[src/rtl/spi_regfile_pkg.sv]
// Shared state encoding and address-map decode helpers for the SPI register file.
package spi_regfile_pkg;

    typedef logic [1:0] state_t;

    localparam state_t ST_IDLE = 2'd0;
    localparam state_t ST_ADDR = 2'd1;
    localparam state_t ST_DATA = 2'd2;

    // True when addr falls in the writable window 1..n_wr.
    function automatic logic addr_is_wr(input logic [15:0] addr, input logic [15:0] n_wr);
        return (addr >= 16'd1) && (addr <= n_wr);
    endfunction

    // True when addr falls in the read-only window n_wr+1..n_wr+n_rd.
    function automatic logic addr_is_rd(input logic [15:0] addr, input logic [15:0] n_wr,
                                        input logic [15:0] n_rd);
        return (addr > n_wr) && (addr <= (n_wr + n_rd));
    endfunction

    // Slice index inside whichever window addr belongs to.
    function automatic logic [15:0] addr_index(input logic [15:0] addr, input logic [15:0] n_wr);
        logic [15:0] idx;
        if (addr <= n_wr) begin
            idx = addr - 16'd1;
        end else begin
            idx = addr - n_wr - 16'd1;
        end
        return idx;
    endfunction

endpackage

[src/rtl/spi_regfile_sync_pin.sv]
// Pad conditioning: two-flop synchroniser plus a history flop for edge detection.
module spi_pin_sync (
    input  logic iclk,
    input  logic rst,
    input  logic pin,
    output logic level,
    output logic rise,
    output logic fall
);

    logic meta_r;
    logic sync_r;
    logic prev_r;

    // Synchronise the asynchronous pin and keep one cycle of history.
    always_ff @(posedge iclk) begin
        if (rst) begin
            meta_r <= 1'b0;
            sync_r <= 1'b0;
            prev_r <= 1'b0;
        end else begin
            meta_r <= pin;
            sync_r <= meta_r;
            prev_r <= sync_r;
        end
    end

    assign level = sync_r;
    assign rise  = sync_r & ~prev_r;
    assign fall  = ~sync_r & prev_r;

endmodule

[src/rtl/spi_regfile_sync.sv]
// Oversampled SPI (mode 0) register file: address byte then auto-incrementing data words.
module spi_regfile_sync
    import spi_regfile_pkg::*;
#(
    parameter int DATA_W  = 8,
    parameter int ADDR_W  = 8,
    parameter int N_WR    = 3,
    parameter int N_RD    = 56,
    parameter int IDLE_TO = 64
) (
    input  logic                     iclk,
    input  logic                     rst,
    input  logic                     sclk,
    input  logic                     serial_in,
    input  logic [N_RD*DATA_W-1:0]   rd_regs,
    output logic                     serial_out,
    output logic [N_WR*DATA_W-1:0]   wr_regs,
    output logic [N_WR-1:0]          wr_strobe,
    output logic                     frame_active
);

    localparam int SH_W  = (ADDR_W > DATA_W) ? ADDR_W : DATA_W;
    localparam int CNT_W = $clog2(SH_W + 1);
    localparam int TO_W  = $clog2(IDLE_TO);

    localparam logic [CNT_W-1:0]  ADDR_LAST = CNT_W'(ADDR_W - 1);
    localparam logic [CNT_W-1:0]  DATA_LAST = CNT_W'(DATA_W - 1);
    localparam logic [TO_W-1:0]   TO_LAST   = TO_W'(IDLE_TO - 1);
    localparam logic [ADDR_W-1:0] LAST_ADDR = ADDR_W'(N_WR + N_RD);
    localparam logic [ADDR_W-1:0] ONE_ADDR  = {{(ADDR_W-1){1'b0}}, 1'b1};
    localparam logic [ADDR_W-1:0] TOP_ADDR  = {ADDR_W{1'b1}};

    logic sclk_level_unused_s, sclk_rise_s, sclk_fall_s, sclk_edge_s;
    logic din_s, din_rise_unused_s, din_fall_unused_s;

    state_t                 state_r;
    logic [CNT_W-1:0]       bit_cnt_r;
    logic [TO_W-1:0]        to_cnt_r;
    logic [TO_W-1:0]        hold_cnt_r;
    logic                   hold_r;
    logic [ADDR_W-1:0]      ptr_r;
    logic [SH_W-2:0]        in_shift_r;
    logic [DATA_W-1:0]      out_shift_r;
    logic                   serial_out_r;
    logic                   frame_active_r;
    logic [N_WR*DATA_W-1:0] wr_regs_r;
    logic [N_WR-1:0]        wr_strobe_r;

    logic [SH_W-1:0]        shift_next_s;
    logic [ADDR_W-1:0]      ptr_inc_s;
    logic [ADDR_W-1:0]      rd_addr_s;
    logic [DATA_W-1:0]      rd_word_s;
    logic [N_WR-1:0]        wr_hit_s;

    spi_pin_sync u_sclk_sync (
        .iclk  (iclk),
        .rst   (rst),
        .pin   (sclk),
        .level (sclk_level_unused_s),
        .rise  (sclk_rise_s),
        .fall  (sclk_fall_s)
    );

    spi_pin_sync u_din_sync (
        .iclk  (iclk),
        .rst   (rst),
        .pin   (serial_in),
        .level (din_s),
        .rise  (din_rise_unused_s),
        .fall  (din_fall_unused_s)
    );

    assign sclk_edge_s  = sclk_rise_s | sclk_fall_s;
    assign shift_next_s = {in_shift_r, din_s};

    // Pointer advance: wraps to 1 past the last mapped register and past the top address.
    always_comb begin
        if ((ptr_r == LAST_ADDR) || (ptr_r == TOP_ADDR)) begin
            ptr_inc_s = ONE_ADDR;
        end else begin
            ptr_inc_s = ptr_r + ONE_ADDR;
        end
    end

    // Address to preload: freshly received address in ADDR, next pointer in DATA.
    always_comb begin
        if (state_r == ST_ADDR) begin
            rd_addr_s = shift_next_s[ADDR_W-1:0];
        end else begin
            rd_addr_s = ptr_inc_s;
        end
    end

    // Read map: writable slices, then read-only inputs, zero elsewhere.
    always_comb begin
        rd_word_s = {DATA_W{1'b0}};
        for (int k = 0; k < N_WR; k++) begin
            rd_word_s = rd_word_s |
                ((addr_is_wr(16'(rd_addr_s), 16'(N_WR)) &&
                  (addr_index(16'(rd_addr_s), 16'(N_WR)) == 16'(k))) ?
                 wr_regs_r[k*DATA_W +: DATA_W] : {DATA_W{1'b0}});
        end
        for (int k = 0; k < N_RD; k++) begin
            rd_word_s = rd_word_s |
                ((addr_is_rd(16'(rd_addr_s), 16'(N_WR), 16'(N_RD)) &&
                  (addr_index(16'(rd_addr_s), 16'(N_WR)) == 16'(k))) ?
                 rd_regs[k*DATA_W +: DATA_W] : {DATA_W{1'b0}});
        end
    end

    // One-hot select of the writable register addressed by the current pointer.
    always_comb begin
        wr_hit_s = {N_WR{1'b0}};
        for (int k = 0; k < N_WR; k++) begin
            wr_hit_s[k] = addr_is_wr(16'(ptr_r), 16'(N_WR)) &&
                          (addr_index(16'(ptr_r), 16'(N_WR)) == 16'(k));
        end
    end

    // Frame sequencer: post-reset hold, address/data parsing, commit, shift-out and timeout.
    always_ff @(posedge iclk) begin
        if (rst) begin
            state_r        <= ST_IDLE;
            bit_cnt_r      <= {CNT_W{1'b0}};
            to_cnt_r       <= {TO_W{1'b0}};
            hold_cnt_r     <= {TO_W{1'b0}};
            hold_r         <= 1'b1;
            ptr_r          <= {ADDR_W{1'b0}};
            in_shift_r     <= {(SH_W-1){1'b0}};
            out_shift_r    <= {DATA_W{1'b0}};
            serial_out_r   <= 1'b0;
            frame_active_r <= 1'b0;
            wr_regs_r      <= {(N_WR*DATA_W){1'b0}};
            wr_strobe_r    <= {N_WR{1'b0}};
        end else begin
            wr_strobe_r <= {N_WR{1'b0}};
            if (hold_r) begin
                // Swallow the tail of any frame cut short by reset until sclk goes quiet.
                if (sclk_edge_s) begin
                    hold_cnt_r <= {TO_W{1'b0}};
                end else if (hold_cnt_r == TO_LAST) begin
                    hold_r     <= 1'b0;
                    hold_cnt_r <= {TO_W{1'b0}};
                end else begin
                    hold_cnt_r <= hold_cnt_r + {{(TO_W-1){1'b0}}, 1'b1};
                end
            end else begin
                case (state_r)
                    ST_IDLE: begin
                        to_cnt_r <= {TO_W{1'b0}};
                        if (sclk_rise_s) begin
                            in_shift_r     <= shift_next_s[SH_W-2:0];
                            bit_cnt_r      <= {{(CNT_W-1){1'b0}}, 1'b1};
                            frame_active_r <= 1'b1;
                            state_r        <= ST_ADDR;
                        end
                    end
                    ST_ADDR: begin
                        if (sclk_rise_s) begin
                            in_shift_r <= shift_next_s[SH_W-2:0];
                            if (bit_cnt_r == ADDR_LAST) begin
                                ptr_r       <= shift_next_s[ADDR_W-1:0];
                                out_shift_r <= rd_word_s;
                                bit_cnt_r   <= {CNT_W{1'b0}};
                                state_r     <= ST_DATA;
                            end else begin
                                bit_cnt_r <= bit_cnt_r + {{(CNT_W-1){1'b0}}, 1'b1};
                            end
                        end
                    end
                    ST_DATA: begin
                        if (sclk_rise_s) begin
                            in_shift_r <= shift_next_s[SH_W-2:0];
                            if (bit_cnt_r == DATA_LAST) begin
                                for (int k = 0; k < N_WR; k++) begin
                                    if (wr_hit_s[k]) begin
                                        wr_regs_r[k*DATA_W +: DATA_W] <= shift_next_s[DATA_W-1:0];
                                    end
                                end
                                wr_strobe_r <= wr_hit_s;
                                ptr_r       <= ptr_inc_s;
                                out_shift_r <= rd_word_s;
                                bit_cnt_r   <= {CNT_W{1'b0}};
                            end else begin
                                bit_cnt_r <= bit_cnt_r + {{(CNT_W-1){1'b0}}, 1'b1};
                            end
                        end
                        if (sclk_fall_s) begin
                            serial_out_r <= out_shift_r[DATA_W-1];
                            out_shift_r  <= {out_shift_r[DATA_W-2:0], 1'b0};
                        end
                    end
                    default: begin
                        state_r        <= ST_IDLE;
                        bit_cnt_r      <= {CNT_W{1'b0}};
                        frame_active_r <= 1'b0;
                    end
                endcase
                // A quiet sclk ends the frame; any partial word is dropped.
                if (state_r != ST_IDLE) begin
                    if (sclk_edge_s) begin
                        to_cnt_r <= {TO_W{1'b0}};
                    end else if (to_cnt_r == TO_LAST) begin
                        to_cnt_r       <= {TO_W{1'b0}};
                        bit_cnt_r      <= {CNT_W{1'b0}};
                        frame_active_r <= 1'b0;
                        state_r        <= ST_IDLE;
                    end else begin
                        to_cnt_r <= to_cnt_r + {{(TO_W-1){1'b0}}, 1'b1};
                    end
                end
            end
        end
    end

    assign serial_out   = serial_out_r;
    assign frame_active = frame_active_r;
    assign wr_regs      = wr_regs_r;
    assign wr_strobe    = wr_strobe_r;

endmodule
[config.mk]
export PLATFORM = sky130hd
export DESIGN_NAME = spi_regfile_sync
export DESIGN_NICKNAME = d
export VERILOG_FILES = /design/src/rtl/spi_regfile_pkg.sv /design/src/rtl/spi_regfile_sync_pin.sv /design/src/rtl/spi_regfile_sync.sv
export SDC_FILE = /design/constraint.sdc
export NUM_CORES = 1
export LEC_CHECK = 0
export CORE_AREA = 2 2 188 190
export CTS_CLUSTER_DIAMETER = 80
export CTS_CLUSTER_SIZE = 10
export DETAILED_ROUTE_END_ITERATION = 16
export DIE_AREA = 0 0 190 192
export GPL_TIMING_DRIVEN = 0
export SLEW_MARGIN = 0
export SYNTH_ARGS = -nofsm -noshare
export SYNTH_HDL_FRONTEND = slang
export SYNTH_SLANG_ARGS = --single-unit
[constraint.sdc]
create_clock -name iclk -period 6.7 [get_ports iclk]
set_input_delay 1.005 -clock iclk [delete_from_list [all_inputs] [get_ports iclk]]
set_output_delay 1.005 -clock iclk [all_outputs]
set_load 0.01 [all_outputs]
=== Yosys cells after proc, flatten, opt, wreduce, memory -nomap -nowiden ===
Cells that the tools add are included.

* Flip-flop bits (word level): 76
* Bits of input ports: 452
* Output and inout port bits: 29
* Word-level logic and storage cells: 353

* Add/subtract/negate cells: 10
* Order comparisons: 6
* Equal/unequal tests: 68
* Muxes and demuxes: 100
* Bitwise operators: 67
* Reductions and logical operators: 83

{| class="wikitable"
|+ Operators with widths
! kind !! count
|-
| 2-to-1 mux 8 bit || 68
|-
| OR 8 bit || 58
|-
| equality test 16 x 6 -> 1 bit (second input constant) || 24
|-
| equality test 16 x 5 -> 1 bit (second input constant) || 16
|-
| equality test 16 x 4 -> 1 bit (second input constant) || 8
|-
| logical AND 1 bit || 65
|-
| equality test 16 x 3 -> 1 bit (second input constant) || 4
|-
| equality test 16 x 2 -> 1 bit (second input constant) || 3
|-
| 2-to-1 mux 6 bit || 6
|-
| equality test 16 x 1 -> 1 bit (second input constant) || 2
|-
| logical NOT 16 bit || 2
|-
| 2-to-1 mux 16 bit || 2
|-
| case mux 8 bit (2 select lines) || 2
|-
| 2-to-1 mux 4 bit || 6
|-
| subtractor 9 x 2 -> 10 bit (second input constant) || 2
|-
| subtractor 8 x 1 -> 9 bit (second input constant) || 2
|-
| subtractor 8 x 2 -> 9 bit (second input constant) || 2
|-
| >= comparator 8 x 1 -> 1 bit (second input constant) || 2
|-
| <= comparator 8 x 2 -> 1 bit (second input constant) || 2
|-
| AND reduction 5 bit || 3
|-
| adder 6 x 1 -> 6 bit (second input constant) || 2
|-
| equality test 6 bit (second input constant) || 2
|-
| 2-to-1 mux 2 bit || 6
|-
| adder 8 x 1 -> 8 bit (second input constant) || 1
|-
| other kinds (26) || 44
|}

=== Logic depth before layout (Yosys ltp) ===
* Depth in word-level cells: 72
* Gate-level depth with buffers: 23
* Depth with buffers taken out: 18

=== By module ===
Synthesis repeated with hierarchy kept, for this count alone.

* Cells, all modules: 1209
* Area, all modules: 8878.5 sq um

{| class="wikitable"
|+ Modules (own cells, without submodules)
! module !! instances !! cells an instance !! area each (sq um) !! sequential area each (sq um)
|-
| spi_regfile_sync || 1 || 1193 || 8695.8 || 1421.4
|-
| spi_pin_sync || 2 || 8 || 91.3 || 60.1
|}

=== Least setup slack after synthesis ===
Ideal clock, no wire load.

* Path kind: register to register
* From: register ptr_r[0]
* To: register out_shift_r[3]
* Setup time: 131 ps
* Arrival time: 4647 ps
* Required time: 6569 ps
* Setup slack: 1922 ps
* Stages on the path, launching flop included: 19
* Path buffers: 2
* Clock period less this slack: 4778 ps
* Cell sequence: dfxtp_1 clkbuf_1 inv_1 ha_1 nor2b_1 o221ai_1 nand2_1 ha_1 o31a_1 o31a_1 o211ai_1 or3b_2 and2_1 buf_1 nand4_1 nand4_1 or4_1 a2111oi_2 a31oi_1

* Cells in the longest elaborated chain, start to end: 72
* Elaborated cells between the ends (all ways): 252
* Those cells by class: add/sub (4); order compare (4); eq/ne (57); mux (66); bitwise (58); reduce/logical (63)

{| class="wikitable"
|+ Ends and longest elaborated chain
! item !! RTL line !! source
|-
| from (decl) || spi_regfile_sync.sv:41 || <nowiki>logic [ADDR_W-1:0] ptr_r;</nowiki>
|-
| from (signal assigned) || spi_regfile_sync.sv:128 || <nowiki>ptr_r <= {ADDR_W{1'b0}};</nowiki>
|-
| from (signal assigned) || spi_regfile_sync.sv:162 || <nowiki>ptr_r <= shift_next_s[ADDR_W-1:0];</nowiki>
|-
| from (signal assigned) || spi_regfile_sync.sv:181 || <nowiki>ptr_r <= ptr_inc_s;</nowiki>
|-
| branches (longest 2 deep; another with adder 8 x 1 -> 8 bit) || - ||
|-
| 2-to-1 mux 8 bit (*) || spi_regfile_sync.sv:78 || <nowiki>if ((ptr_r == LAST_ADDR) || (ptr_r == TOP_ADDR)) begin</nowiki>
|-
| 2-to-1 mux 8 bit (*) || spi_regfile_sync.sv:87 || <nowiki>if (state_r == ST_ADDR) begin</nowiki>
|-
| subtractor 8 x 2 -> 9 bit || spi_regfile_pkg.sv:27 || <nowiki>idx = addr - n_wr - 16'd1;</nowiki>
|-
| subtractor 9 x 2 -> 10 bit || spi_regfile_pkg.sv:27 ||
|-
| 2-to-1 mux 16 bit || spi_regfile_pkg.sv:24 || <nowiki>if (addr <= n_wr) begin</nowiki>
|-
| equality test 16 x 1 -> 1 bit / logical NOT 16 bit (equally long branches) || spi_regfile_sync.sv:100, spi_regfile_sync.sv:106 ||
|-
| logical AND 1 bit || spi_regfile_sync.sv:99 || <nowiki>((addr_is_wr(16'(rd_addr_s), 16'(N_WR)) &&</nowiki>
|-
| 2-to-1 mux 8 bit || spi_regfile_sync.sv:100 || <nowiki>(addr_index(16'(rd_addr_s), 16'(N_WR)) == 16'(k))) ?</nowiki>
|-
| OR 8 bit (2 in series) || spi_regfile_sync.sv:98 || <nowiki>rd_word_s = rd_word_s |</nowiki>
|-
| OR 8 bit (55 in series) || spi_regfile_sync.sv:104 || <nowiki>rd_word_s = rd_word_s |</nowiki>
|-
| OR 8 bit (*) || spi_regfile_sync.sv:104 ||
|-
| 2-to-1 mux 8 bit (*) || spi_regfile_sync.sv:161, spi_regfile_sync.sv:174 ||
|-
| 2-to-1 mux 8 bit (*) || spi_regfile_sync.sv:159 || <nowiki>if (sclk_rise_s) begin</nowiki>
|-
| 2-to-1 mux 8 bit || spi_regfile_sync.sv:188 || <nowiki>if (sclk_fall_s) begin</nowiki>
|-
| case mux 8 bit (2 select lines) (*) || spi_regfile_sync.sv:148 || <nowiki>case (state_r)</nowiki>
|-
| to (signal assigned) || spi_regfile_sync.sv:163 || <nowiki>out_shift_r <= rd_word_s;</nowiki>
|-
| to (signal assigned) || spi_regfile_sync.sv:182 || <nowiki>out_shift_r <= rd_word_s;</nowiki>
|-
| to (signal assigned) || spi_regfile_sync.sv:190 || <nowiki>out_shift_r <= {out_shift_r[DATA_W-2:0], 1'b0};</nowiki>
|-
| to (decl) || spi_regfile_sync.sv:43 || <nowiki>logic [DATA_W-1:0] out_shift_r;</nowiki>
|}

Mark *: on every way between the ends.
A chain may end at the register's enable or synchronous reset.

=== Final worst setup path ===
* From: register ptr_r[1]
* To: register out_shift_r[7]

The elaborated chain is that of the path after synthesis.

==> flow_metrics.env <==
export IMPL_detail_route_antenna_nets=0
export IMPL_via_count=13500
export IMPL_cts_made_buffers=9
export IMPL_die_w_um=190
export IMPL_maxSlewHeadroom_pct=0.912
export IMPL_period_minus_slack_ps=6490
export IMPL_crit_family="compound AO/OA/AOI/OAI gates"
export IMPL_syn_inst=1185
export IMPL_grt_use_total_pct=35.7
export IMPL_mostFrequentLayoutCells="clkdlybuf4s50_1, nand2_1, nor2_1, a22oi_1, a21oi_1"
export IMPL_worst_r2r_cell_count=18
export IMPL_rsz0062_at_grt="false"
export IMPL_p_leak_uw=0.00477
export IMPL_synth_top_family_by_area="compound AO/OA/AOI/OAI gates"
export IMPL_ys_warn_count=0
export IMPL_dp_hpwl_um=56900
export IMPL_yosys_area_share_simple_pct=25.0
export IMPL_postPlaceCellArea_um2=13900
export IMPL_synth_area_um2=8440
export IMPL_holdPathStages=1
export IMPL_synth_distinct_cells=84
export IMPL_fin_cells=2153
export IMPL_row_count=68
export IMPL_cap_violations=1
export IMPL_ys_seq_area_share_pct=18.0
export IMPL_period_share_pct=96.9
export IMPL_root_buffer="clkbuf_16"
export IMPL_io_buffers=479
export IMPL_grt_pass1_wl_um=93000
export IMPL_async_reset_ff_share_pct=0
export IMPL_clk_latency_ps=350
export IMPL_status="finished with violations"
export IMPL_drc=0
export IMPL_drive_gt1_share_pct=6.29
export IMPL_synth_fp_nets=1653
export IMPL_slowest_stage="dfxtp_1"
export IMPL_path_class="reg2reg"
export IMPL_postLayoutCoreUtil_pct=41.9
export IMPL_drtIter0Drc=1868
export IMPL_grt_max_degree=15
export IMPL_fp_dieH_um=192
export IMPL_regToRegEndpoint="out_shift_r[7]"
export IMPL_required_ps=6910
export IMPL_layout_commonest_cell="clkdlybuf4s50_1"
export IMPL_avgSynthCellArea_um2=7.12
export IMPL_syn2layout_area_growth_pct=70.0
export IMPL_antenna_found_initial=21
export IMPL_peakVddDrop_v=0.000106
export IMPL_regToRegSetupSlack_ps=210
export IMPL_synth_edf_count=0
export IMPL_wire_per_inst_um=32.2
export IMPL_path_buf_inv=4
export IMPL_cts_num_sinks=76
export IMPL_cts_tree="yes"
export IMPL_design_die_area_um2=36500
export IMPL_synth_seq_cells=76
export IMPL_synthAdderAreaFrac_pct=2.37
export IMPL_cp_cell_sequence="ha_1, nand4_1, o221a_2, a21oi_1, buf_2, ha_1, clkbuf_2, nor2_4, a41o_1, a21oi_1, o221ai_2, buf_2, clkbuf_4, nor3_1, a221oi_1, nand4_1, nor4_2, a41oi_1"
export IMPL_tightest_slew_ps=1480
export IMPL_stdcell_area_um2=14400
export IMPL_worst_path_max_fanout=11
export IMPL_worst_setup_path_start_kind="flip-flop"
export IMPL_first_pass_iters=8
export IMPL_cellPowerDensity_nw_per_um2=94.6
export IMPL_ys_flop_type="dfxtp_1"
export IMPL_initial_core_util_pct=24.6
export IMPL_synth_compound_area_share_pct=42.9
export IMPL_clk_pin_slew_ps=70
export IMPL_finalHoldViolCount=0
export IMPL_nets=2149
export IMPL_max_freq_mhz=154
export IMPL_pin_count=481
export IMPL_num_fill_cells=3585
export IMPL_min_from="u_din_sync.meta_r"
export IMPL_gr_total_overflow=0
export IMPL_grt_pass1_vias=12600
export IMPL_drv_slew=0
export IMPL_clockBufferDepth=2
export IMPL_synth_xor_area_share_pct=1.76
export IMPL_cp_data_arrival_time_ps=6700
export IMPL_finalWirelength_um=69400
export IMPL_slowest_delay_ps=530
export IMPL_finClkSkew_ps=9.78
export IMPL_ctsHtreeMaxLevel=3
export IMPL_crit_path_start="ptr_r[1]"
export IMPL_cts_hold_buf=0
export IMPL_muxShareOfSynthArea_pct=4.17
export IMPL_dp_cells=2123
export IMPL_rr_startpoint="ptr_r[1]"
export IMPL_post_drt_via_cell_ratio=6.25
export IMPL_hold_class="reg2reg"
export IMPL_violations="max-capacitance violations"
export IMPL_core_um2=34300
export IMPL_end_kind="flip-flop"
export IMPL_setup_violations=0
export IMPL_min_to="u_din_sync.level"
export IMPL_gp_congestion=1.04
per-stage QoR:
| stage | TNS [ps] | setup WS [ps] | power, uW | hold slack (ps) |
|---|---|---|---|---|
| 2_1_floorplan | 0 | 1920 | 497 | 414 |
| 3_3_place_gp | -2910 | -762 | 802 | 426 |
| 3_5_place_dp | -3040 | -682 | 801 | 425 |
| 4_1_cts | 0 | 57.0 | 1350 | 441 |
| 5_1_grt | 0 | 3.90 | 1390 | 455 |
| 6_report | 0 | 209 | 1360 | 436 |
Yosys cell counts (14+ instances only):
cell,number,share of area [%]
nor2_1,107,4.8
a32oi_1,24,2.5
a31oi_1,23,1.7
nand3_1,44,2.6
nand2_1,135,6.0
a22oi_1,87,7.7
dfxtp_1,76,18
clkbuf_1,66,2.9
buf_1,15,0.67
mux2i_1,25,3.0
ha_1,16,2.4
o22ai_1,15,1.1
nand4_1,27,2.0
buf_2,14,0.83
inv_1,23,1.0
a222oi_1,19,2.3
a21oi_1,82,4.9
a221oi_1,17,1.8
nor3_1,27,1.6
a22o_1,29,3.0
o21ai_0,46,2.7
and3_1,20,1.5
worst max path at each step:
stage / end / slack (ps) / cells after the start
6_report: out_shift_r[7] / 210 / 18
5_1_grt: out_shift_r[7] / 4 / 18
4_1_cts: out_shift_r[0] / 60 / 17
3_5_place_dp: out_shift_r[7] / -680 / 18
3_3_place_gp: out_shift_r[6] / -760 / 18
2_1_floorplan: out_shift_r[3] / 1920 / 18
cells by family after synthesis:
| family | count (synthesis) |
|---|---|
| xor gates and xnor gates | 17 |
| AOI/OAI and AO/OA | 486 |
| DFF | 76 |
| muxes | 34 |
| adders and majority gates | 16 |
| buffers and inverters | 121 |
| and+or+nand+nor | 435 |
final cells by class:
class | count | area, um^2 | area share [%]
Tap cell | 455 | 569 | 3.97
Antenna cell | 12 | 30.0 | 0.209
Timing Repair Buffer | 486 | 4850 | 33.8
Inverter | 23 | 86.3 | 0.602
Multi-Input combinational cell | 988 | 6550 | 45.6
Buffer | 97 | 417 | 2.90
Clock inverter | 6 | 93.8 | 0.654
Sequential cell | 76 | 1520 | 10.6
Clock buffer | 10 | 239 | 1.67
what timing repair did:
item,4_1_cts,5_1_grt
gates resized for setup,6,33
endpoints found under the setup margin,8,8
setup buffers,0,3
sequential cells by signal (all words and copies together) (netlist names):
| signal | flops |
|---|---|
| u_din_sync.level | 1 |
| u_sclk_sync.meta_r | 1 |
| u_din_sync.meta_r | 1 |
| bit_cnt_r | 4 |
| frame_active | 1 |
| u_sclk_sync.prev_r | 1 |
| hold_r | 1 |
| state_r | 2 |
| in_shift_r | 7 |
| ptr_r | 8 |
| out_shift_r | 8 |
| u_sclk_sync.level | 1 |
| wr_strobe | 3 |
| wr_regs | 24 |
| serial_out | 1 |
| to_cnt_r | 6 |
| hold_cnt_r | 6 |
routing by layer:
layer  up-vias  track usage, %  wire, um
li1       5711               -         -
met1      6496            46.1     27300
met2      1060            55.7     30400
met3       183            9.36      8220
met4        10            16.0      3370
met5         -               0        67
report_power, final:
part | internal (uW) | total [uW] | switching, uW
Sequential | 454 | 456 | 1.86
Combinational | 247 | 342 | 95.2
Clock | 340 | 559 | 219
(Power assumes the default switching activity.)
